File: src/rtl/sync_fifo_thr.sv
// Synchronous FIFO with arbitrary depth, programmable almost-full/almost-empty
// thresholds, occupancy count and error pulses. Define SYNC_FIFO_FWFT_EN for first-word-fall-through reads.
module sync_fifo_thr #(
    parameter int DATA_WIDTH = 8,
    parameter int DATA_DEPTH = 8,
    parameter int AF_LEVEL   = DATA_DEPTH - 2,
    parameter int AE_LEVEL   = 2,
    localparam int CNT_WIDTH = $clog2(DATA_DEPTH + 1)
) (
    input  logic                  clk,
    input  logic                  rst,
    input  logic [DATA_WIDTH-1:0] data_in,
    input  logic                  wr_en,
    input  logic                  rd_en,
    output logic [DATA_WIDTH-1:0] data_out,
    output logic                  rd_valid,
    output logic                  empty,
    output logic                  full,
    output logic                  almost_empty,
    output logic                  almost_full,
    output logic [CNT_WIDTH-1:0]  data_count,
    output logic                  overflow,
    output logic                  underflow
);
    localparam int PTR_W = $clog2(DATA_DEPTH);
    localparam logic [PTR_W-1:0]     LAST_PTR = PTR_W'(DATA_DEPTH - 1);
    localparam logic [CNT_WIDTH-1:0] DEPTH_C  = CNT_WIDTH'(DATA_DEPTH);
    localparam logic [CNT_WIDTH-1:0] AF_C     = CNT_WIDTH'(AF_LEVEL);
    localparam logic [CNT_WIDTH-1:0] AE_C     = CNT_WIDTH'(AE_LEVEL);

    logic [DATA_WIDTH-1:0] mem [DATA_DEPTH];
    logic [PTR_W-1:0]      wr_ptr, rd_ptr;
    logic [CNT_WIDTH-1:0]  count, count_next;
    logic                  wr_acc, rd_acc;

    // Pointers wrap explicitly so non-power-of-two depths work.
    function automatic logic [PTR_W-1:0] ptr_inc(input logic [PTR_W-1:0] p);
        return (p == LAST_PTR) ? '0 : p + PTR_W'(1);
    endfunction

    assign wr_acc = wr_en & ~full;
    assign rd_acc = rd_en & ~empty;

    always_comb begin
        count_next = count;
        if (wr_acc && !rd_acc)
            count_next = count + CNT_WIDTH'(1);
        else if (rd_acc && !wr_acc)
            count_next = count - CNT_WIDTH'(1);
    end

    always_ff @(posedge clk) begin
        if (rst) begin
            wr_ptr       <= '0;
            rd_ptr       <= '0;
            count        <= '0;
            empty        <= 1'b1;
            full         <= 1'b0;
            almost_empty <= 1'b1;
            almost_full  <= 1'b0;
            overflow     <= 1'b0;
            underflow    <= 1'b0;
        end else begin
            if (wr_acc) wr_ptr <= ptr_inc(wr_ptr);
            if (rd_acc) rd_ptr <= ptr_inc(rd_ptr);
            count        <= count_next;
            empty        <= (count_next == '0);
            full         <= (count_next == DEPTH_C);
            almost_empty <= (count_next <= AE_C);
            almost_full  <= (count_next >= AF_C);
            overflow     <= wr_en & full;
            underflow    <= rd_en & empty;
        end
    end

    always_ff @(posedge clk) begin
        if (wr_acc && !rst) mem[wr_ptr] <= data_in;
    end

    assign data_count = count;

`ifdef SYNC_FIFO_FWFT_EN
    logic [DATA_WIDTH-1:0] last_word;

    // Remembers the most recently acknowledged word so the output holds while empty.
    always_ff @(posedge clk) begin
        if (rst)
            last_word <= '0;
        else if (rd_acc)
            last_word <= mem[rd_ptr];
    end

    assign data_out = empty ? last_word : mem[rd_ptr];
    assign rd_valid = ~empty;
`else
    always_ff @(posedge clk) begin
        if (rst) begin
            data_out <= '0;
            rd_valid <= 1'b0;
        end else if (rd_acc) begin
            data_out <= mem[rd_ptr];
            rd_valid <= 1'b1;
        end else begin
            rd_valid <= 1'b0;
        end
    end
`endif
endmodule

File: config.mk
export PLATFORM = sky130hd
export DESIGN_NAME = sync_fifo_thr
export DESIGN_NICKNAME = d
export VERILOG_FILES = /design/src/rtl/sync_fifo_thr.sv
export SDC_FILE = /design/constraint.sdc
export NUM_CORES = 1
export LEC_CHECK = 0
export CAP_MARGIN = 25
export CORE_MARGIN = 3
export CORE_UTILIZATION = 25
export DETAILED_ROUTE_END_ITERATION = 16
export PLACE_DENSITY_LB_ADDON = 0.25
export SYNTH_ARGS = -nofsm -noshare
export SYNTH_HDL_FRONTEND = slang
export SYNTH_SLANG_ARGS = --single-unit
File: constraint.sdc
create_clock -name clk -period 3.9 [get_ports clk]
set_clock_uncertainty 0.1 [all_clocks]
set_input_delay 0.585 -clock clk [delete_from_list [all_inputs] [get_ports clk]]
set_output_delay 0.585 -clock clk [all_outputs]
set_load 0.005 [all_outputs]
# [After elaboration in Yosys (flattened, before gate mapping)]
# Memories as Yosys holds them, arrays and structs flattened. A register that Yosys moved wholly into a read port is not among the register bits.
# Index checks and enable logic that the tools add are counted.
[totals] ff_bits=17 ram_bits=64 inputBits=12 out_inout_bits=19 wordCells=40 n_memories=1
[classes] add_sub_neg=4 order_cmp=2 eq_ne=3 muxes=7 bitwise_logic=6 reduce_logical=7
[memory_table] name="mem" depth=8 word_bits=8 read_ports=1 rd_clocked_by_memory_dff=1 wr=1 line="31" rtl="logic [DATA_WIDTH-1:0] mem [DATA_DEPTH];"
[ops] cell="4-bit 2-to-1 mux" n=2
[ops] cell="3-bit by 1-bit adder with 3-bit output (second input constant)" n=2
[ops] cell="3-bit == test (second input constant)" n=2
[ops] cell="3-bit 2-to-1 mux" n=2
[ops] cell="4-bit by 1-bit adder with 4-bit output (second input constant)" n=1
[ops] cell="1-bit bitwise AND" n=4
[ops] cell="4-bit == test (second input constant)" n=1
[ops] cell="4-bit by 3-bit >= comparator with 1-bit output (second input constant)" n=1
[ops] cell="4-bit by 2-bit <= comparator with 1-bit output (second input constant)" n=1
[ops] cell="4-bit zero test" n=1
[ops] cell="4-bit by 1-bit subtractor with 4-bit output (second input constant)" n=1
[ops] cell="1-bit logical AND" n=3
[ops] cell="1-bit zero test" n=3
[ops] cell="1-bit 2-to-1 mux" n=3
[ops] cell="1-bit NOT" n=2

# [Logic depth before layout (Yosys ltp)]
# Gate-level depths: netlist (run 1).
[depth] word_depth=7 depth_mapped=7 mapped_depth_nobuf=5

# [Worst setup path after synthesis (run 1)]
# No wires, ideal clock.
[synth_timing] kind="in2reg" startpoint="input port wr_en" endpoint="memory mem[0][0], enable pin" setup_ns=0.383 t_arrival_ns=1.814 t_required_ns=3.417 path_slack_ns=1.603 cell_stages=4 path_buffers=1 cell_sequence="nand2b_4 -> buf_6 -> or3_2 -> nor3_1"
[synth_between] elab_chain_cells=4
[synth_lines] element="from (decl)" line="13" rtl="input logic wr_en,"
[synth_lines] element="1-bit bitwise AND" line="41" rtl="assign wr_acc = wr_en & ~full;"
[synth_lines] element="1-bit logical AND" line="77" rtl="if (wr_acc && !rst) mem[wr_ptr] <= data_in;"
[synth_lines] element="1-bit 2-to-1 mux" line="77"
[synth_lines] element="1-bit 2-to-1 mux (implied by the code)" line="77"
[synth_lines] element="to (decl)" line="31"
# No other way between the ends.

# [Final worst setup path (run 1)]
[layout_timing] startpoint="input port rst" endpoint="memory mem[4][4], enable pin"
[layout_between] elab_chain_cells=4
[layout_lines] element="from (decl)" line="11" rtl="input logic rst,"
[layout_lines] element="1-bit zero test" line="77"
[layout_lines] element="1-bit logical AND" line="77"
[layout_lines] element="1-bit 2-to-1 mux" line="77"
[layout_lines] element="1-bit 2-to-1 mux (implied by the code)" line="77"
# No other way between the ends.

==> results.toml, run 1 <==
[hold_path]
worstHoldPathType = "flop to flop"
min_from = "full"

[sta]
finalHoldViolCount = 0
fmax_mhz = 384
layout_setup_ws_ns = 1.29
drv_slew = 0
min_period_ns = 2.61
setup_viol = 0
slew_headroom_pct = 41.3
finalCritPeriodShare_pct = 66.9
worst_pin_slew_ns = 0.879
tns_ns = 0
grt_setup_unrepaired = "no"

[finish]
syn_to_final_growth_pct = 22.0
seq_area_um2 = 2420
multi_input_area_um2 = 1050
nets = 264
final_cells = 427
nFillCells = 1330
antennaDiodeCount = 0
drive_gt1_share_pct = 21.5

[yosys]
synthCells = 213
synthArstFlopShare_pct = 0
yosysSeqAreaShare_pct = 68.1
synth.cell_area_um2 = 3560
yosysUniqueCellTypes = 41
synth_area_leaders = "edfxtp_1 54%, dfxtp_1 14%, mux4_2 10%, mux2i_1 2.8%, ha_1 2.1%"
syn_avg_cell_area_um2 = 16.7
synth_nets = 231
synth_edf_count = 64
synth_top_area_cell = "edfxtp_1"
synth_top_cell_area_share_pct = 54.0
yosys_warnings = 0
synth-seq-cells = 89
ys.flop_type = "edfxtp_1"

[setup_path]
worstSetupStartpointType = "input pin"
cp_data_required_time_ns = 3.78
worstReg2RegStart = "full"
crit_path_end_kind = "flop"
worst-setup-path-type = "input pin to flop"
critPathMaxFanout = 15
critical_path_arrival_ns = 2.48
startpoint = "rst"

[cts]
ctsResizeCount = 0
cts_setup_buffers = 0
numCtsBuffers = 9
hold_buffers = 0
clockBufferDepth = 2
cts_sinks = 89
clkLatencyLatePin_ns = 0.34
cts_tree = "done"
htree_num_levels = 3
cts-root-buf = "clkbuf_16"
clk_pin_slew_ns = 0.07

[pwr]
p_int_mw = 1.75
power_frac_seq_pct = 47.2
p_leak_nw = 1.45
powerDensity_nw_per_um2 = 537
netSwitchingPower_uw = 581
switching_share_pct = 24.9
ir_worst_vdd_mv = 0.288
pwr-share-comb_pct = 14.0
clkPwrFrac_pct = 38.8

[floorplan]
core_area_um2 = 13600
die_area_um2 = 15700
row_count = 42
io_pins = 31
die_y_um = 125
die_w_um = 125
start_util_pct = 26.2

[route]
drt-initial-drc-count = 38
route.met3.wl_um = 348
first_pass_iters = 4
m1WireLength_um = 3440
wl_met2_um = 2780
highest_layer = "met4"
vias_per_cell = 4.33
vias = 1847
wirelength_um = 6670
wire_per_inst_um = 15.6
drc = 0
drtAntennaViolNets = 0

[place]
place_ws_ns = 0.882
dp_cells = 411
hpwl_um = 4510
gp_congestion = 0.690
portBuffers = 30

[grt]
grt_first_pass_wirelength_um = 11000
antenna_found_initial = 0
grt_usage_pct = 9.27
grt_pass1_vias = 1915
overflow = 0
grt_max_degree = 22

[run_status]
status = "finished, final reports clean"

[run]
maxCapViolations = 0
-- logic make-up (layout without fill, tap and decap cells) --
logic type / Yosys count / count (layout) / share of synthesized area [%]
DFF: 89 / 89 / 68.1
and+or+nand+nor: 45 / 45 / 7.39
AOI/OAI and AO/OA: 29 / 29 / 5.70
muxes: 29 / 29 / 14.1
buffers and inverters: 14 / 52 / 2.32
adders and majority gates: 6 / 6 / 2.11
xor gates and xnor gates: 1 / 1 / 0.246
-- worst max-delay path, cell delays in order --
cell,delay (ns)
clkdlybuf4s50_1,0.68
or3_2,0.63
nor2_1,0.58
-- layout make-up --
cell class,count,share of cell area [%]
timing repair buffer,33,7.44
clock inverter,7,1.99
tap,176,5.07
clock buffer,9,5.19
sequential,89,55.8
multi-input combinational,110,24.2
inverter,3,0.260
-- sequential cells by signal, indices dropped and copies added (netlist names) --
register / cells
data_out: 8
data_count: 4
underflow: 1
almost_full: 1
empty: 1
rd_ptr: 3
rd_valid: 1
mem: 64
wr_ptr: 3
overflow: 1
almost_empty: 1
full: 1
-- cells in the mapped netlist, types with 6 or more instances --
master	number
nor3_1	6
dfxtp_1	25
nand2_1	6
o21ai_0	8
ha_1	6
mux4_2	16
a21oi_1	12
mux2i_1	10
edfxtp_1	64
nor2_1	15
-- power groups by stage --
stage	Clock (mW)	Combinational [mW]	Sequential, mW
3_3_place_gp	0	0.331	1.12
2_1_floorplan	0	0.209	1.11
6_report	0.903	0.327	1.10
5_1_grt	0.973	0.359	1.11
3_5_place_dp	0	0.332	1.12
4_1_cts	0.934	0.333	1.10
-- placed cells by master, fill, tap and decap left out, types with 2 or more instances in the layout --
master and count:
mux2i_1 10, buf_4 3, edfxtp_1 64, nand2b_1 3, nor3_1 6, nor2_1 15
nand2_1 6, ha_1 6, and2b_2 2, o21ai_0 8, and3_1 2, a211oi_2 2
a21oi_1 12, inv_1 3, mux2_4 2, dfxtp_1 25, clkinv_4 2, inv_8 2
clkbuf_16 9, clkdlybuf4s50_1 30, mux4_2 16
-- through the flow --
step,hold slack [ns],cell area [um^2],utilization (%),power (mW)
6_report,0.425,4340,32.0,2.33
3_3_place_gp,0.419,4030,29.7,1.45
2_1_floorplan,0.421,3560,-,1.32
4_1_cts,0.429,4340,32.0,2.37
5_1_grt,0.440,4340,32.0,2.44
3_5_place_dp,0.419,4030,29.7,1.45
-- layer usage --
metal  up-vias  GRT usage (%)
met4         0           4.02
met3        13           3.16
met1       907           13.4
met5         -              0
met2        42           12.5
li1        885              -
-- path summary, 6_finish.rpt --
path / slack, ns / cells after the start / to
setup / recovery: 1.29 / 3 / mem[4][4]
hold / removal: 0.42 / 1 / overflow
setup reg to reg: 1.85 / 3 / mem[4][4]
hold reg to reg: 0.42 / 1 / overflow
No activity file was read; power rests on OpenSTA's default activity.
==> run 2: changes to the inputs <==
==> constraint.sdc (replaced) <==
create_clock -name clk -period 2.7 [get_ports clk]
set_clock_uncertainty 0.1 [all_clocks]
set_input_delay 0.405 -clock clk [delete_from_list [all_inputs] [get_ports clk]]
set_output_delay 0.405 -clock clk [all_outputs]
set_load 0.005 [all_outputs]
==> results.toml, run 2 (synthesis results as in run 1) <==
[pwr]
ir_worst_vdd_mv = 0.295
p_leak_nw = 1.51
power_mw = 3.31
powerDensity_nw_per_um2 = 748

[sta]
worst_pin_slew_ns = 0.611
finalHoldViolCount = 0
fmax_mhz = 511
grt_setup_unrepaired = "no"
setup_viol = 0
tns_ns = 0
min_period_ns = 1.96
finalCritPeriodShare_pct = 72.5
slew_headroom_pct = 59.2
drv_slew = 0

[setup_path]
worst-setup-path-type = "input pin to flop"
crit_path_end_kind = "flop"
cp_data_required_time_ns = 2.64
critical_path_arrival_ns = 1.90
critPathMaxFanout = 9
worstSetupStartpointType = "input pin"

[route]
wl_met2_um = 3170
vias_per_cell = 4.27
wire_per_inst_um = 15.6
route.met3.wl_um = 254
drtAntennaViolNets = 0
drc = 0
first_pass_iters = 4
drt-initial-drc-count = 91
wirelength_um = 6830
vias = 1873
highest_layer = "met4"
m1WireLength_um = 3310

[floorplan]
core_area_um2 = 13600
start_util_pct = 26.2
io_pins = 31
die_y_um = 125
row_count = 42
die_w_um = 125
die_area_um2 = 15700

[finish]
design_area_um2 = 4430
nFillCells = 1322
top_register = "mem"
multi_input_area_um2 = 1050
layout_common_cells = "64 x edfxtp_1, 30 x clkdlybuf4s50_1, 25 x dfxtp_1, 16 x mux4_2"
syn_to_final_growth_pct = 24.5
largest_reg_flops = 64
nets = 276
final_common_cell = "edfxtp_1"
antennaDiodeCount = 0
seq_area_um2 = 2420
drive_gt1_share_pct = 25.1

[cts]
hold_buffers = 0
clkLatencyLatePin_ns = 0.34
ctsResizeCount = 0
clk_pin_slew_ns = 0.07
cts-root-buf = "clkbuf_16"
clockBufferDepth = 2
htree_num_levels = 3
cts_tree = "done"
cts_setup_buffers = 0
numCtsBuffers = 9
cts_sinks = 89

[place]
portBuffers = 30
gp_congestion = 0.732
hpwl_um = 4690
place_area_um2 = 4120

[grt]
antenna_found_initial = 0
grt_usage_pct = 9.33
overflow = 0
grt_max_degree = 20
grt_pass1_vias = 1969
grt_first_pass_wirelength_um = 11200

[run_status]
status = "finished, final reports clean"

[run]
maxCapViolations = 0

[hold_path]
worstHoldPathType = "flop to flop"
==> run 2: changes by cell type in the layout (fill, tap and decap cells not counted) <==
cell        previous run  this run
bufinv_16              1         0
clkinvlp_4             1         0
clkinv_4               2         1
buf_4                  3        15
inv_8                  2         3
clkinv_8               0         2
==> run 2: power breakdown <==
part | switching [mW] | internal (mW)
sequential | 0.0498 | 1.53
combinational | 0.224 | 0.263
clock | 0.577 | 0.664
==> run 2: layout make-up <==
cell class | count | share of cell area, %
timing repair buffer | 45 | 9.33
clock buffer | 9 | 5.09
clock inverter | 7 | 1.89
tap | 176 | 4.97
multi-input combinational | 110 | 23.7
sequential | 89 | 54.7
inverter | 3 | 0.254
==> run 2: worst max-delay path, cell delays in order <==
cell and delay, ns:
clkdlybuf4s50_1 0.52, nand2b_4 0.12, or3_2 0.48, nor3_1 0.16, buf_4 0.21
==> run 2: final timing paths <==
kind / start / endpoint / slack (ns) / cells past startpoint
worst min-delay path: rd_ptr[1] / rd_ptr[1] / 0.35 / 2
worst max-delay path: wr_en / mem[0][7] / 0.74 / 5
worst min register to register: rd_ptr[1] / rd_ptr[1] / 0.35 / 2
worst max register to register: rd_ptr[0] / data_out[0] / 0.81 / 4
==> run 2: routing by layer <==
layer	up-vias	GRT usage, %
li1	909	-
met1	919	12.8
met2	34	14.2
met3	11	2.47
met4	0	3.64
met5	-	0
==> run 2: stage by stage <==
step	hold slack [ns]	utilization [%]	cells	worst slack, ns
floorplan	0.404	-	213	0.583
global placement	0.341	30.4	423	0.413
detailed placement	0.346	30.4	423	0.416
CTS	0.355	32.7	439	0.740
global route	0.406	32.7	439	0.621
finish	0.354	32.7	439	0.743
